### src/rtl/swc_packet_mem_read_pump_pf_if.sv
// Bus bundle for the packet memory read pump.
// Groups the three sides of the pump:
//   page side   : pgaddr_i, pgreq_i, pgbusy_o, pgend_o, flush_i
//   memory side : sync_i, addr_o, rd_o, q_i
//   output side : drdy_o, dreq_i, d_o
// Signal suffixes are from the pump's point of view.
// modport master : the pump itself
// modport slave  : the environment (page logic, memory, output FIFO)
interface swc_packet_mem_read_pump_pf_if #(
  parameter int DATA_WIDTH     = 32,
  parameter int MULTIPLY       = 16,
  parameter int PAGE_ADDR_BITS = 10,
  parameter int LINE_BITS      = 3
);
  logic [PAGE_ADDR_BITS-1:0]           pgaddr_i;
  logic                                pgreq_i;
  logic                                pgbusy_o;
  logic                                pgend_o;
  logic                                sync_i;
  logic [PAGE_ADDR_BITS+LINE_BITS-1:0] addr_o;
  logic                                rd_o;
  logic [DATA_WIDTH*MULTIPLY-1:0]      q_i;
  logic                                flush_i;
  logic                                drdy_o;
  logic                                dreq_i;
  logic [DATA_WIDTH-1:0]               d_o;

  modport master (
    input  pgaddr_i, pgreq_i, sync_i, q_i, flush_i, dreq_i,
    output pgbusy_o, pgend_o, addr_o, rd_o, drdy_o, d_o
  );

  modport slave (
    output pgaddr_i, pgreq_i, sync_i, q_i, flush_i, dreq_i,
    input  pgbusy_o, pgend_o, addr_o, rd_o, drdy_o, d_o
  );
endinterface

### src/rtl/swc_packet_mem_read_pump_pf.sv
// Packet memory read pump with 2-line prefetch and next-page chaining.
// Fetches wide memory lines (MULTIPLY words) in the arbiter sync slot,
// buffers up to two lines and streams narrow words, LSB word first.
// Ports:
//   clk_i    system clock
//   rst_n_i  asynchronous active-low reset
//   bus      swc_packet_mem_read_pump_pf_if.master (page, memory, output)
//
// state | meaning
// IDLE  | no page active
// FETCH | issuing lines of cur_page in sync slots
// DRAIN | last line issued, waiting for buffer to empty or a new page
module swc_packet_mem_read_pump_pf #(
  parameter int DATA_WIDTH     = 32,
  parameter int MULTIPLY       = 16,
  parameter int PAGE_ADDR_BITS = 10,
  parameter int LINE_BITS      = 3
) (
  input  logic clk_i,
  input  logic rst_n_i,
  swc_packet_mem_read_pump_pf_if.master bus
);

  localparam int LINE_W = DATA_WIDTH * MULTIPLY;
  localparam int WIDX_W = (MULTIPLY > 1) ? $clog2(MULTIPLY) : 1;

  typedef enum logic [1:0] {S_IDLE, S_FETCH, S_DRAIN} state_t;

  state_t                    r_state;
  state_t                    w_state_nxt;
  logic [PAGE_ADDR_BITS-1:0] r_cur_page;
  logic [PAGE_ADDR_BITS-1:0] w_cur_page_nxt;
  logic [LINE_BITS:0]        r_line_cnt;
  logic [LINE_BITS:0]        w_line_cnt_nxt;
  logic [PAGE_ADDR_BITS-1:0] r_nxt_page;
  logic [PAGE_ADDR_BITS-1:0] w_nxt_page_nxt;
  logic                      r_nxt_valid;
  logic                      w_nxt_valid_nxt;

  logic [LINE_W-1:0]         r_buf [2];
  logic                      r_wr_ptr;
  logic                      r_rd_ptr;
  logic [1:0]                r_count;
  logic                      r_in_flight;
  logic [WIDX_W-1:0]         r_widx;

  logic                      w_issue;
  logic                      w_last;
  logic                      w_capture;
  logic                      w_xfer;
  logic                      w_retire;
  logic [1:0]                w_slots;
  logic [LINE_W-1:0]         w_rd_line;

  // Buffer slots committed = lines held plus the one on its way back.
  assign w_slots   = r_count + {1'b0, r_in_flight};
  assign w_issue   = (r_state == S_FETCH) && bus.sync_i && (w_slots < 2'd2) && !bus.flush_i;
  assign w_last    = &r_line_cnt[LINE_BITS-1:0];
  assign w_capture = r_in_flight && !bus.flush_i;
  assign w_xfer    = (r_count != 2'd0) && bus.dreq_i && !bus.flush_i;
  assign w_retire  = w_xfer && (r_widx == WIDX_W'(MULTIPLY - 1));
  assign w_rd_line = r_buf[r_rd_ptr];

  assign bus.rd_o     = w_issue;
  assign bus.addr_o   = w_issue ? {r_cur_page, r_line_cnt[LINE_BITS-1:0]} : '0;
  assign bus.pgend_o  = w_issue && w_last;
  assign bus.pgbusy_o = r_nxt_valid;
  assign bus.drdy_o   = (r_count != 2'd0);
  assign bus.d_o      = (r_count != 2'd0) ?
                        w_rd_line[int'(r_widx)*DATA_WIDTH +: DATA_WIDTH] : '0;

  always_comb begin
    w_state_nxt     = r_state;
    w_cur_page_nxt  = r_cur_page;
    w_line_cnt_nxt  = r_line_cnt;
    w_nxt_page_nxt  = r_nxt_page;
    w_nxt_valid_nxt = r_nxt_valid;
    if (bus.flush_i) begin
      w_state_nxt     = S_IDLE;
      w_line_cnt_nxt  = '0;
      w_nxt_valid_nxt = 1'b0;
    end else begin
      case (r_state)
        S_IDLE: begin
          if (bus.pgreq_i) begin
            w_cur_page_nxt = bus.pgaddr_i;
            w_line_cnt_nxt = '0;
            w_state_nxt    = S_FETCH;
          end
        end
        S_FETCH: begin
          if (w_issue) w_line_cnt_nxt = r_line_cnt + 1'b1;
          if (w_issue && w_last) begin
            if (r_nxt_valid) begin
              w_cur_page_nxt  = r_nxt_page;
              w_line_cnt_nxt  = '0;
              w_nxt_valid_nxt = 1'b0;
            end else if (bus.pgreq_i) begin
              // Request lands on the final issue: chain it directly
              // instead of parking it and stalling in DRAIN.
              w_cur_page_nxt = bus.pgaddr_i;
              w_line_cnt_nxt = '0;
            end else begin
              w_state_nxt = S_DRAIN;
            end
          end else if (bus.pgreq_i && !r_nxt_valid) begin
            w_nxt_page_nxt  = bus.pgaddr_i;
            w_nxt_valid_nxt = 1'b1;
          end
        end
        S_DRAIN: begin
          if (bus.pgreq_i) begin
            w_cur_page_nxt = bus.pgaddr_i;
            w_line_cnt_nxt = '0;
            w_state_nxt    = S_FETCH;
          end else if ((r_count == 2'd0) && !r_in_flight) begin
            w_state_nxt = S_IDLE;
          end
        end
        default: w_state_nxt = S_IDLE;
      endcase
    end
  end

  always_ff @(posedge clk_i or negedge rst_n_i) begin
    if (!rst_n_i) begin
      r_state     <= S_IDLE;
      r_cur_page  <= '0;
      r_line_cnt  <= '0;
      r_nxt_page  <= '0;
      r_nxt_valid <= 1'b0;
      r_wr_ptr    <= 1'b0;
      r_rd_ptr    <= 1'b0;
      r_count     <= 2'd0;
      r_in_flight <= 1'b0;
      r_widx      <= '0;
    end else begin
      r_state     <= w_state_nxt;
      r_cur_page  <= w_cur_page_nxt;
      r_line_cnt  <= w_line_cnt_nxt;
      r_nxt_page  <= w_nxt_page_nxt;
      r_nxt_valid <= w_nxt_valid_nxt;
      if (bus.flush_i) begin
        r_wr_ptr    <= 1'b0;
        r_rd_ptr    <= 1'b0;
        r_count     <= 2'd0;
        r_in_flight <= 1'b0;
        r_widx      <= '0;
      end else begin
        r_in_flight <= w_issue;
        if (w_capture) r_wr_ptr <= ~r_wr_ptr;
        if (w_xfer) begin
          if (w_retire) begin
            r_widx   <= '0;
            r_rd_ptr <= ~r_rd_ptr;
          end else begin
            r_widx <= r_widx + 1'b1;
          end
        end
        // Capture and retire together leave the occupancy unchanged.
        case ({w_capture, w_retire})
          2'b10:   r_count <= r_count + 2'd1;
          2'b01:   r_count <= r_count - 2'd1;
          default: r_count <= r_count;
        endcase
      end
    end
  end

  // Line storage needs no reset; r_count marks which entries are valid.
  always_ff @(posedge clk_i) begin
    if (w_capture) r_buf[r_wr_ptr] <= bus.q_i;
  end

endmodule

### src/flat_wrapper.sv
// flat-port wrapper written by rule: the top's interface ports become plain ports
module swc_packet_mem_read_pump_pf_flat 
#(
  parameter int DATA_WIDTH     = 32,
  parameter int MULTIPLY       = 16,
  parameter int PAGE_ADDR_BITS = 10,
  parameter int LINE_BITS      = 3
)
  (clk_i, rst_n_i, bus_pgaddr_i, bus_pgreq_i, bus_sync_i, bus_q_i, bus_flush_i, bus_dreq_i, bus_pgbusy_o, bus_pgend_o, bus_addr_o, bus_rd_o, bus_drdy_o, bus_d_o);
  swc_packet_mem_read_pump_pf_if #(.DATA_WIDTH(DATA_WIDTH), .MULTIPLY(MULTIPLY), .PAGE_ADDR_BITS(PAGE_ADDR_BITS), .LINE_BITS(LINE_BITS)) bus_i ();
  input  logic clk_i;
  input  logic rst_n_i;
  input wire logic [$bits(bus_i.pgaddr_i)-1:0] bus_pgaddr_i;
  input wire logic [$bits(bus_i.pgreq_i)-1:0] bus_pgreq_i;
  input wire logic [$bits(bus_i.sync_i)-1:0] bus_sync_i;
  input wire logic [$bits(bus_i.q_i)-1:0] bus_q_i;
  input wire logic [$bits(bus_i.flush_i)-1:0] bus_flush_i;
  input wire logic [$bits(bus_i.dreq_i)-1:0] bus_dreq_i;
  output wire logic [$bits(bus_i.pgbusy_o)-1:0] bus_pgbusy_o;
  output wire logic [$bits(bus_i.pgend_o)-1:0] bus_pgend_o;
  output wire logic [$bits(bus_i.addr_o)-1:0] bus_addr_o;
  output wire logic [$bits(bus_i.rd_o)-1:0] bus_rd_o;
  output wire logic [$bits(bus_i.drdy_o)-1:0] bus_drdy_o;
  output wire logic [$bits(bus_i.d_o)-1:0] bus_d_o;
  assign bus_i.pgaddr_i = bus_pgaddr_i;
  assign bus_i.pgreq_i = bus_pgreq_i;
  assign bus_i.sync_i = bus_sync_i;
  assign bus_i.q_i = bus_q_i;
  assign bus_i.flush_i = bus_flush_i;
  assign bus_i.dreq_i = bus_dreq_i;
  assign bus_pgbusy_o = bus_i.pgbusy_o;
  assign bus_pgend_o = bus_i.pgend_o;
  assign bus_addr_o = bus_i.addr_o;
  assign bus_rd_o = bus_i.rd_o;
  assign bus_drdy_o = bus_i.drdy_o;
  assign bus_d_o = bus_i.d_o;
  swc_packet_mem_read_pump_pf #(.DATA_WIDTH(DATA_WIDTH), .MULTIPLY(MULTIPLY), .PAGE_ADDR_BITS(PAGE_ADDR_BITS), .LINE_BITS(LINE_BITS)) u_core (.clk_i(clk_i), .rst_n_i(rst_n_i), .bus(bus_i));
endmodule
### config.mk
export PLATFORM = sky130hd
export DESIGN_NAME = swc_packet_mem_read_pump_pf_flat
export DESIGN_NICKNAME = d
export VERILOG_FILES = /design/src/rtl/swc_packet_mem_read_pump_pf_if.sv /design/src/rtl/swc_packet_mem_read_pump_pf.sv /design/src/flat_wrapper.sv
export SDC_FILE = /design/constraint.sdc
export NUM_CORES = 1
export LEC_CHECK = 0
export CAP_MARGIN = 20
export CORE_AREA = 2 2 356 393
export DETAILED_ROUTE_END_ITERATION = 12
export DIE_AREA = 0 0 358 395
export PLACE_DENSITY = 0.56
export SYNTH_ARGS = -nofsm -noshare
export SYNTH_HDL_FRONTEND = slang
export SYNTH_SLANG_ARGS = --single-unit
### constraint.sdc
create_clock -name clk_i -period 36 [get_ports clk_i]
set_input_delay 7.2 -clock clk_i [delete_from_list [all_inputs] [get_ports clk_i]]
set_output_delay 7.2 -clock clk_i [all_outputs]
set_load 0.01 [all_outputs]
* Word level (Yosys, flattened, before mapping)
Memories as Yosys holds them, arrays and structs flattened.
Index checks and enable logic that the tools add are counted.
** Cells by class
- Order comparisons :: 1
- Shift-type cells :: 1
- Bitwise operators :: 4
- Equality and inequality tests :: 12
- Add/subtract/negate cells :: 5
- Reduce and logical (&&, ||, !) cells :: 32
- Multiplexer cells :: 38
** Operator list (count)
- variable part select 512 x 10 -> 32 bit :: 1
- 2-to-1 mux 4 bit :: 9
- 2-to-1 mux 32 bit :: 1
- 2-to-1 mux 10 bit :: 3
- case mux 10 bit (2 select lines) :: 1
- 2-to-1 mux 2 bit :: 8
- 2-to-1 mux 13 bit :: 1
- 2-to-1 mux 1 bit :: 12
- inequality test 3 bit, second input constant :: 4
- nonzero test 2 bit :: 6
- logical AND 1 bit :: 10
- nonzero test 3 bit :: 3
- adder 4 x 1 -> 4 bit, second input constant :: 2
- case mux 4 bit (2 select lines) :: 1
- case mux 2 bit (3 select lines) :: 1
- AND reduction 2 bit :: 3
- AND reduction 3 bit :: 2
- AND reduction 5 bit :: 1
- equality test 2 x 1 -> 1 bit, second input constant :: 2
- equality test 2 bit, second input constant :: 2
- equality test 4 bit, second input constant :: 1
- logical NOT 2 bit :: 2
- inequality test 4 x 3 -> 1 bit, second input constant :: 1
- NOT 1 bit :: 4
- other kinds (10) :: 12
** Storage, ports and cells
- Memories :: 1
- Input port bits :: 528
- RAM bits :: 1024
- Word-level logic and storage cells :: 104
- Flip-flop bits (word level) :: 36
- Output and inout port bits :: 49
** Memories
- u_core.r_buf :: words 2, bits a word 512, read ports 1, clocked after memory_dff 0, wr ports 1, line swc_packet_mem_read_pump_pf.sv:40 : logic [LINE_W-1:0] r_buf [2];

* Depth between registers and ports, before layout
Gate-level depths: netlist of run 1.
- Word-level depth :: 10
- Mapped depth :: 8
- Mapped depth without buffers :: 5

* Worst setup path before layout of run 1
Ideal clock, no wire load.
- Kind :: input-to-reg
- Start :: input bus_flush_i
- End :: memory u_core.r_buf[0][0] in the netlist's numbering (enable)
- Slack :: -10.482 ns
- Stages :: 2
- Path buffers :: 1
- Library setup time :: 2.121 ns
- Required time :: 33.879 ns
- Data arrival time :: 44.361 ns
- Cell sequence :: clkbuf_1 > nor3b_1
** On the way
- Word-level cells in the longest chain between the ends :: 4
** Ends and longest elaborated chain
- from (decl) :: line flat_wrapper.sv:17 : input wire logic [$bits(bus_i.flush_i)-1:0] bus_flush_i;
- logical NOT 1 bit :: line swc_packet_mem_read_pump_pf.sv:59 : assign w_capture = r_in_flight && !bus.flush_i;
- logical AND 1 bit :: line swc_packet_mem_read_pump_pf.sv:59
- 2-to-1 mux 1 bit :: line swc_packet_mem_read_pump_pf.sv:172 : if (w_capture) r_buf[r_wr_ptr] <= bus.q_i;
- 2-to-1 mux 1 bit (not written as such) :: line swc_packet_mem_read_pump_pf.sv:172
- to (decl) :: line swc_packet_mem_read_pump_pf.sv:40
Every way passes these cells.

* Final worst setup path of run 1
- Start :: input bus_flush_i
- End :: output bus_addr_o[0]
** On the way
- Word-level cells in the longest chain between the ends :: 3
** Ends and longest elaborated chain
- logical NOT 1 bit :: line swc_packet_mem_read_pump_pf.sv:57 : assign w_issue = (r_state == S_FETCH) && bus.sync_i && (w_slots < 2'd2) && !bus.flush_i;
- logical AND 1 bit :: line swc_packet_mem_read_pump_pf.sv:57
- 2-to-1 mux 13 bit :: line swc_packet_mem_read_pump_pf.sv:65 : assign bus.addr_o = w_issue ? {r_cur_page, r_line_cnt[LINE_BITS-1:0]} : '0;
- to (decl) :: line flat_wrapper.sv:21 : output wire logic [$bits(bus_i.addr_o)-1:0] bus_addr_o;
Every way passes these cells.

==> flow_metrics.env, run 1 <==
export IMPL_status="finished clean"
export IMPL_synthArstFlopShare_pct=3.31
export IMPL_initial_utilization_pct=29.8
export IMPL_cts_buffer_depth=3
export IMPL_pin_count=577
export IMPL_htreeDepth=3
export IMPL_grt_start_max_net_pins=89
export IMPL_power_internal_mw=2.12
export IMPL_synth_main_ff_cell="edfxtp_1"
export IMPL_dieArea_um2=141000
export IMPL_instances_no_fill=4368
export IMPL_synth_warning_count=0
export IMPL_ys_seq_area_share_pct=77.2
export IMPL_drive_above_1_share_pct=17.6
export IMPL_cts_tree="yes"
export IMPL_finalCritPeriodShare_pct=47.8
export IMPL_ys_ff_latch=1059
export IMPL_synth_cell_type_count=48
export IMPL_swShare_pct=20.0
export IMPL_postRouteAntennaNets=0
export IMPL_fp_row_count=143
export IMPL_drv_slew=0
export IMPL_hold_buffers=0
export IMPL_synth_edf_count=1024
export IMPL_startpoint_type="input port"
export IMPL_gr_total_overflow=0
export IMPL_worstPathArrival_ps=10000
export IMPL_area_growth_pct=27.8
export IMPL_final_cell_mix="1,024 x edfxtp_1, 576 x clkdlybuf4s50_1, 201 x mux4_2"
export IMPL_dp_hpwl_mm=77.9
export IMPL_clk_pin_slew_ps=60
export IMPL_gr_usage_all_layers_pct=15.9
export IMPL_final_hold_violation_count=0
export IMPL_clock_sinks=1059
export IMPL_power_frac_clock_pct=43.5
export IMPL_ys_top_cells_by_area="edfxtp_1 75%, mux4_2 11%, mux2i_1 3.2%"
export IMPL_grt_pass1_wl_mm=159
export IMPL_worstMarginPinSlew_ps=1090
export IMPL_synth_nets=2344
export IMPL_synth_top_area_cell="edfxtp_1"
export IMPL_layout_min_cycle_time_ps=17200
export IMPL_crit_type="input port to primary output"
export IMPL_routed_wl_mm=114
export IMPL_hp_class="flop to flop"
export IMPL_die_y_um=395
export IMPL_clock_root_buffer="clkbuf_16"
export IMPL_sequentialPowerShare_pct=52.0
export IMPL_peakVddDrop_v=0.0000412
export IMPL_cts_setup_buffers=0
export IMPL_rsz0062_at_grt="no"
export IMPL_crit_required_ps=28800
export IMPL_cts_buffers=113
export IMPL_final_common_cell="edfxtp_1"
export IMPL_fin_worst_skew_ps=42.5
export IMPL_synth_top_cell_area_share_pct=75.1
export IMPL_fmax_mhz=58.1
export IMPL_clk_latency_ps=740
export IMPL_placedCellCount=4130
export IMPL_syn_inst=1812
export IMPL_wl_per_cell_um=26.2
export IMPL_powerDensity_nw_per_um2=50.5
export IMPL_fin_nets=2966
export IMPL_cts_resized_gates=0
export IMPL_grt_pass1_vias=22725
export IMPL_maxSlewHeadroom_pct=26.4
export IMPL_dr_total_vias=20961
export IMPL_drt_iter0_drc=1633
export IMPL_worstSetupEndpointType="primary output"
export IMPL_gp_congestion=0.834
export IMPL_antenna_found_initial=55
export IMPL_core_area_um2=137000
export IMPL_drcViolationCount=0
export IMPL_avgSynthCellArea_um2=22.6
export IMPL_setup_violations_final=0
export IMPL_comb_power_share_pct=4.5
export IMPL_vias_per_cell=4.80
export IMPL_leakage_nw=16.2
export IMPL_die_w_um=358
export IMPL_drt_pass1_iterations=6
export IMPL_netlist_area_um2=41000
export IMPL_power_switching_mw=0.529
export IMPL_crit_path_max_fanout=20
export IMPL_finalSetupTns_ps=0
export IMPL_io_buffers=576
export IMPL_timing_max_cap_violations=0
[power groups by stage]
stage               clock network, mW  logic [mW]  registers, mW
floorplan                           0      0.0366           1.41
global placement                    0       0.115           1.40
detailed placement                  0       0.118           1.40
CTS                              1.19       0.119           1.37
global route                     1.23       0.126           1.38
finish                           1.15       0.118           1.37
[cell type report]
cell class / count / area (um2)
Antenna cell: 27 / 67.6
Clock buffer: 142 / 3100
Clock inverter: 68 / 607
Fill cell: 12445 / 85000
Inverter: 3 / 13.8
Multi-Input combinational cell: 641 / 8570
Sequential cell: 1059 / 31600
Tap cell: 1812 / 2270
Timing Repair Buffer: 616 / 6100
[worst max-delay path, cell delays in order]
cell and delay [ps]:
clkdlybuf4s50_1 850, nor3b_1 570, o211a_1 580, ha_1 260, clkdlybuf4s50_1 540
[per-stage QoR]
step	area, um2	util [%]	total power, mW	worst slack (ps)	hold WS [ps]
after floorplan	41000	-	1.44	7730	480
after global placement	48600	35.3	1.51	18940	489
after detailed placement	48600	35.3	1.52	18820	495
after CTS	52300	38.0	2.68	18820	510
after global routing	52300	38.1	2.73	18630	521
final	52400	38.1	2.64	18800	512
[synthesized netlist by cell type, types with 3 or more instances]
cell type,count
edfxtp_1,1024
mux4_2,201
mux2i_1,130
clkbuf_1,39
dfrtp_1,35
a221o_1,32
a22oi_1,32
a31oi_1,32
o21ai_0,27
buf_2,25
a221oi_1,24
mux4_1,23
nand2_1,23
buf_4,16
and2_1,13
buf_12,13
buf_6,12
nor2_1,12
a21oi_1,10
a2bb2oi_1,10
mux2_2,10
o22ai_1,10
o2111ai_1,8
ha_1,4
nor2b_1,4
clkbuf_4,3
inv_1,3
nand3_1,3
nor3_1,3
o211ai_1,3
xnor2_1,3
[routing by layer]
metal,vias to the layer above,share of wire [%],track usage [%]
met2,785,50,26.5
met1,10825,39,19.2
li1,9090,-,-
met3,209,8.3,4.85
met4,52,2.7,5.92
met5,-,0.31,0
[logic make-up after synthesis]
logic type | Yosys count | share of synthesized area, %
flops | 1059 | 77.2
mux | 364 | 16.0
compound gates | 198 | 3.68
buf+inv | 112 | 2.04
simple gates | 70 | 0.867
xor+xnor | 5 | 0.107
fa+ha+maj | 4 | 0.122
[final timing paths]
kind	startpoint	endpoint	slack, ps	cells after the start
worst max register to register	u_core.r_in_flight	u_core.r_buf[1][106]	31810	4
worst max-delay path	bus_flush_i	bus_addr_o[0]	18800	5
worst min-delay path	u_core.r_nxt_page[1]	u_core.r_nxt_page[1]	510	1
min in group asynchronous	rst_n_i	u_core.r_nxt_page[7]	6890	2
worst min register to register	u_core.r_nxt_page[1]	u_core.r_nxt_page[1]	510	1
max in group asynchronous	rst_n_i	u_core.r_widx[1]	28750	2
[state kept, by name, indices dropped and copies added (netlist names), 2 cells and up]
| name | flops |
|---|---|
| u_core.r_line_cnt | 3 |
| u_core.r_widx | 4 |
| u_core.r_cur_page | 10 |
| u_core.r_state | 2 |
| u_core.r_buf | 1024 |
| u_core.r_count | 2 |
| u_core.r_nxt_page | 10 |
Power figures use the tool's default switching activity.
==> inputs of run 2 (changes only) <==
==> constraint.sdc (replaced) <==
create_clock -name clk_i -period 14.5 [get_ports clk_i]
set_input_delay 2.9 -clock clk_i [delete_from_list [all_inputs] [get_ports clk_i]]
set_output_delay 2.9 -clock clk_i [all_outputs]
set_load 0.01 [all_outputs]
==> run 2 against run 1 <==
Die area stayed put. Clock skew is 24 ps lower. Critical path depth stayed put. Sequential power is 150% higher. Largest power group unchanged.
==> flow_metrics.env, run 2 (synthesis results as in run 1) <==
export IMPL_hold_ws_ps=507
export IMPL_die_w_um=358
export IMPL_gp_congestion=0.817
export IMPL_r2r_end="u_core.r_buf[1][178]"
export IMPL_placed_area_um2=48600
export IMPL_largest_reg_flops=1024
export IMPL_finalSetupTns_ps=0
export IMPL_route_met2_wl_mm=58.1
export IMPL_top_regs="u_core.r_buf: 1024 flops, u_core.r_cur_page: 10 flops, u_core.r_nxt_page: 10 flops"
export IMPL_largest_register="u_core.r_buf"
export IMPL_dp_slack_ps=6010
export IMPL_placedCellCount=4130
export IMPL_instances_no_fill=4362
export IMPL_hold_buffers=0
export IMPL_final_common_cell="edfxtp_1"
export IMPL_htreeDepth=3
export IMPL_io_buffers=576
export IMPL_critPathTopFamily="buffers and inverters"
export IMPL_drive_above_1_share_pct=17.6
export IMPL_drt_pass1_iterations=5
export IMPL_routed_wl_mm=115
export IMPL_crit_required_ps=11600
export IMPL_vias_per_cell=4.81
export IMPL_finalCritPeriodShare_pct=59.1
export IMPL_fp_row_count=143
export IMPL_dp_hpwl_mm=78.1
export IMPL_maxSlewHeadroom_pct=27.5
export IMPL_die_y_um=395
export IMPL_fin_util_pct=38.2
export IMPL_timing_max_cap_violations=0
export IMPL_final_cell_mix="1,024 x edfxtp_1, 576 x clkdlybuf4s50_1, 201 x mux4_2"
export IMPL_reg2reg_slack_ps=10790
export IMPL_path_cells="clkdlybuf4s50_1 -> nor3b_1 -> o211a_1 -> ha_1 -> clkdlybuf4s50_1"
export IMPL_wl_met3_mm=9.24
export IMPL_dieArea_um2=141000
export IMPL_clk_latency_ps=720
export IMPL_antenna_found_initial=52
export IMPL_area_growth_pct=28.1
export IMPL_worst_slack_ps=5930
export IMPL_r2r_start="u_core.r_in_flight"
export IMPL_whs_path_depth=1
export IMPL_grt_start_max_net_pins=154
export IMPL_crit_path_max_fanout=20
export IMPL_drt_iter0_drc=1596
export IMPL_cts_buffers=113
export IMPL_clk_pin_slew_ps=50
export IMPL_peakVddDrop_v=0.0000896
export IMPL_drv_slew=0
export IMPL_dr_total_vias=20988
export IMPL_top_layer="met5"
export IMPL_clock_sinks=1059
export IMPL_fin_worst_skew_ps=18.4
export IMPL_crit_type="input port to primary output"
export IMPL_powerDensity_nw_per_um2=127
export IMPL_slowest_delay_ps=880
export IMPL_leakage_nw=16.2
export IMPL_postRouteAntennaNets=0
export IMPL_worstMarginPinSlew_ps=1090
export IMPL_clock_root_buffer="clkbuf_16"
export IMPL_min_to="u_core.r_nxt_page[1]"
export IMPL_gr_total_overflow=0
export IMPL_design_area_um2=52500
export IMPL_met1_length_mm=44.6
export IMPL_crit_buf_inv=2
export IMPL_worstPathArrival_ps=5670
export IMPL_layout_min_cycle_time_ps=8570
export IMPL_hp_class="flop to flop"
export IMPL_status="finished clean"
export IMPL_drcViolationCount=0
export IMPL_gr_usage_all_layers_pct=16.0
export IMPL_crit_path_frequent_cell="clkdlybuf4s50_1"
export IMPL_fmax_mhz=117
export IMPL_rr_worst_depth=3
export IMPL_worstSetupEndpointType="primary output"
export IMPL_hold_start="u_core.r_nxt_page[1]"
export IMPL_setup_violations_final=0
export IMPL_wl_per_cell_um=26.4
export IMPL_rsz0062_at_grt="no"
export IMPL_grt_pass1_vias=22849
export IMPL_cts_setup_buffers=0
export IMPL_core_area_um2=137000
export IMPL_fin_nets=2965
export IMPL_final_hold_violation_count=0
export IMPL_cts_tree="yes"
export IMPL_power_mw=6.67
export IMPL_cts_buffer_depth=3
export IMPL_crit_slowest_cell="clkdlybuf4s50_1"
export IMPL_startpoint_type="input port"
export IMPL_pin_count=577
export IMPL_initial_utilization_pct=29.8
export IMPL_grt_pass1_wl_mm=160
export IMPL_cts_resized_gates=0
run 2: changes by cell type in the layout (fill, tap and decap cells not counted), moves of 3 or more:
| cell | before | now |
|---|---|---|
| bufinv_16 | 9 | 17 |
| clkbuf_1 | 19 | 13 |
| clkbuf_16 | 119 | 114 |
| clkinv_1 | 18 | 24 |
| clkinvlp_4 | 5 | 8 |
| diode_2 | 27 | 21 |
| inv_6 | 10 | 4 |
| inv_8 | 0 | 4 |
run 2: layout make-up:
class	instances	area [um2]
clock inverter	80	871
inverter	3	13.8
tap	1812	2270
timing repair buffer	615	6100
multi-input combinational	641	8570
clock buffer	131	2960
antenna	21	52.6
fill	12382	84900
sequential	1059	31600
run 2: power by group:
group          internal [mW]  switching (mW)
sequential              3.40          0.0165
clock                   1.76            1.20
combinational          0.180           0.112
run 2: worst register-to-register path: stages, from the launching register on:
cell	delay (ps)
dfrtp_1	530
and3b_4	850
buf_4	880
buf_4	980
run 2: metal layers:
layer / GRT usage, % / up-vias
li1: - / 9086
met1: 19.2 / 10880
met2: 27.1 / 761
met3: 4.99 / 207
met4: 5.63 / 54
met5: 0 / -
run 2: how the worst max path moves through the flow:
stage	from	endpoint	slack, ps	cells after the start
floorplan	bus_flush_i	u_core.r_buf[0][0]	-1820	2
global placement	bus_flush_i	bus_addr_o[0]	6150	5
detailed placement	bus_flush_i	bus_addr_o[0]	6010	5
CTS	bus_flush_i	bus_addr_o[0]	6000	5
global route	bus_flush_i	bus_addr_o[0]	5750	5
finish	bus_flush_i	bus_addr_o[0]	5930	5
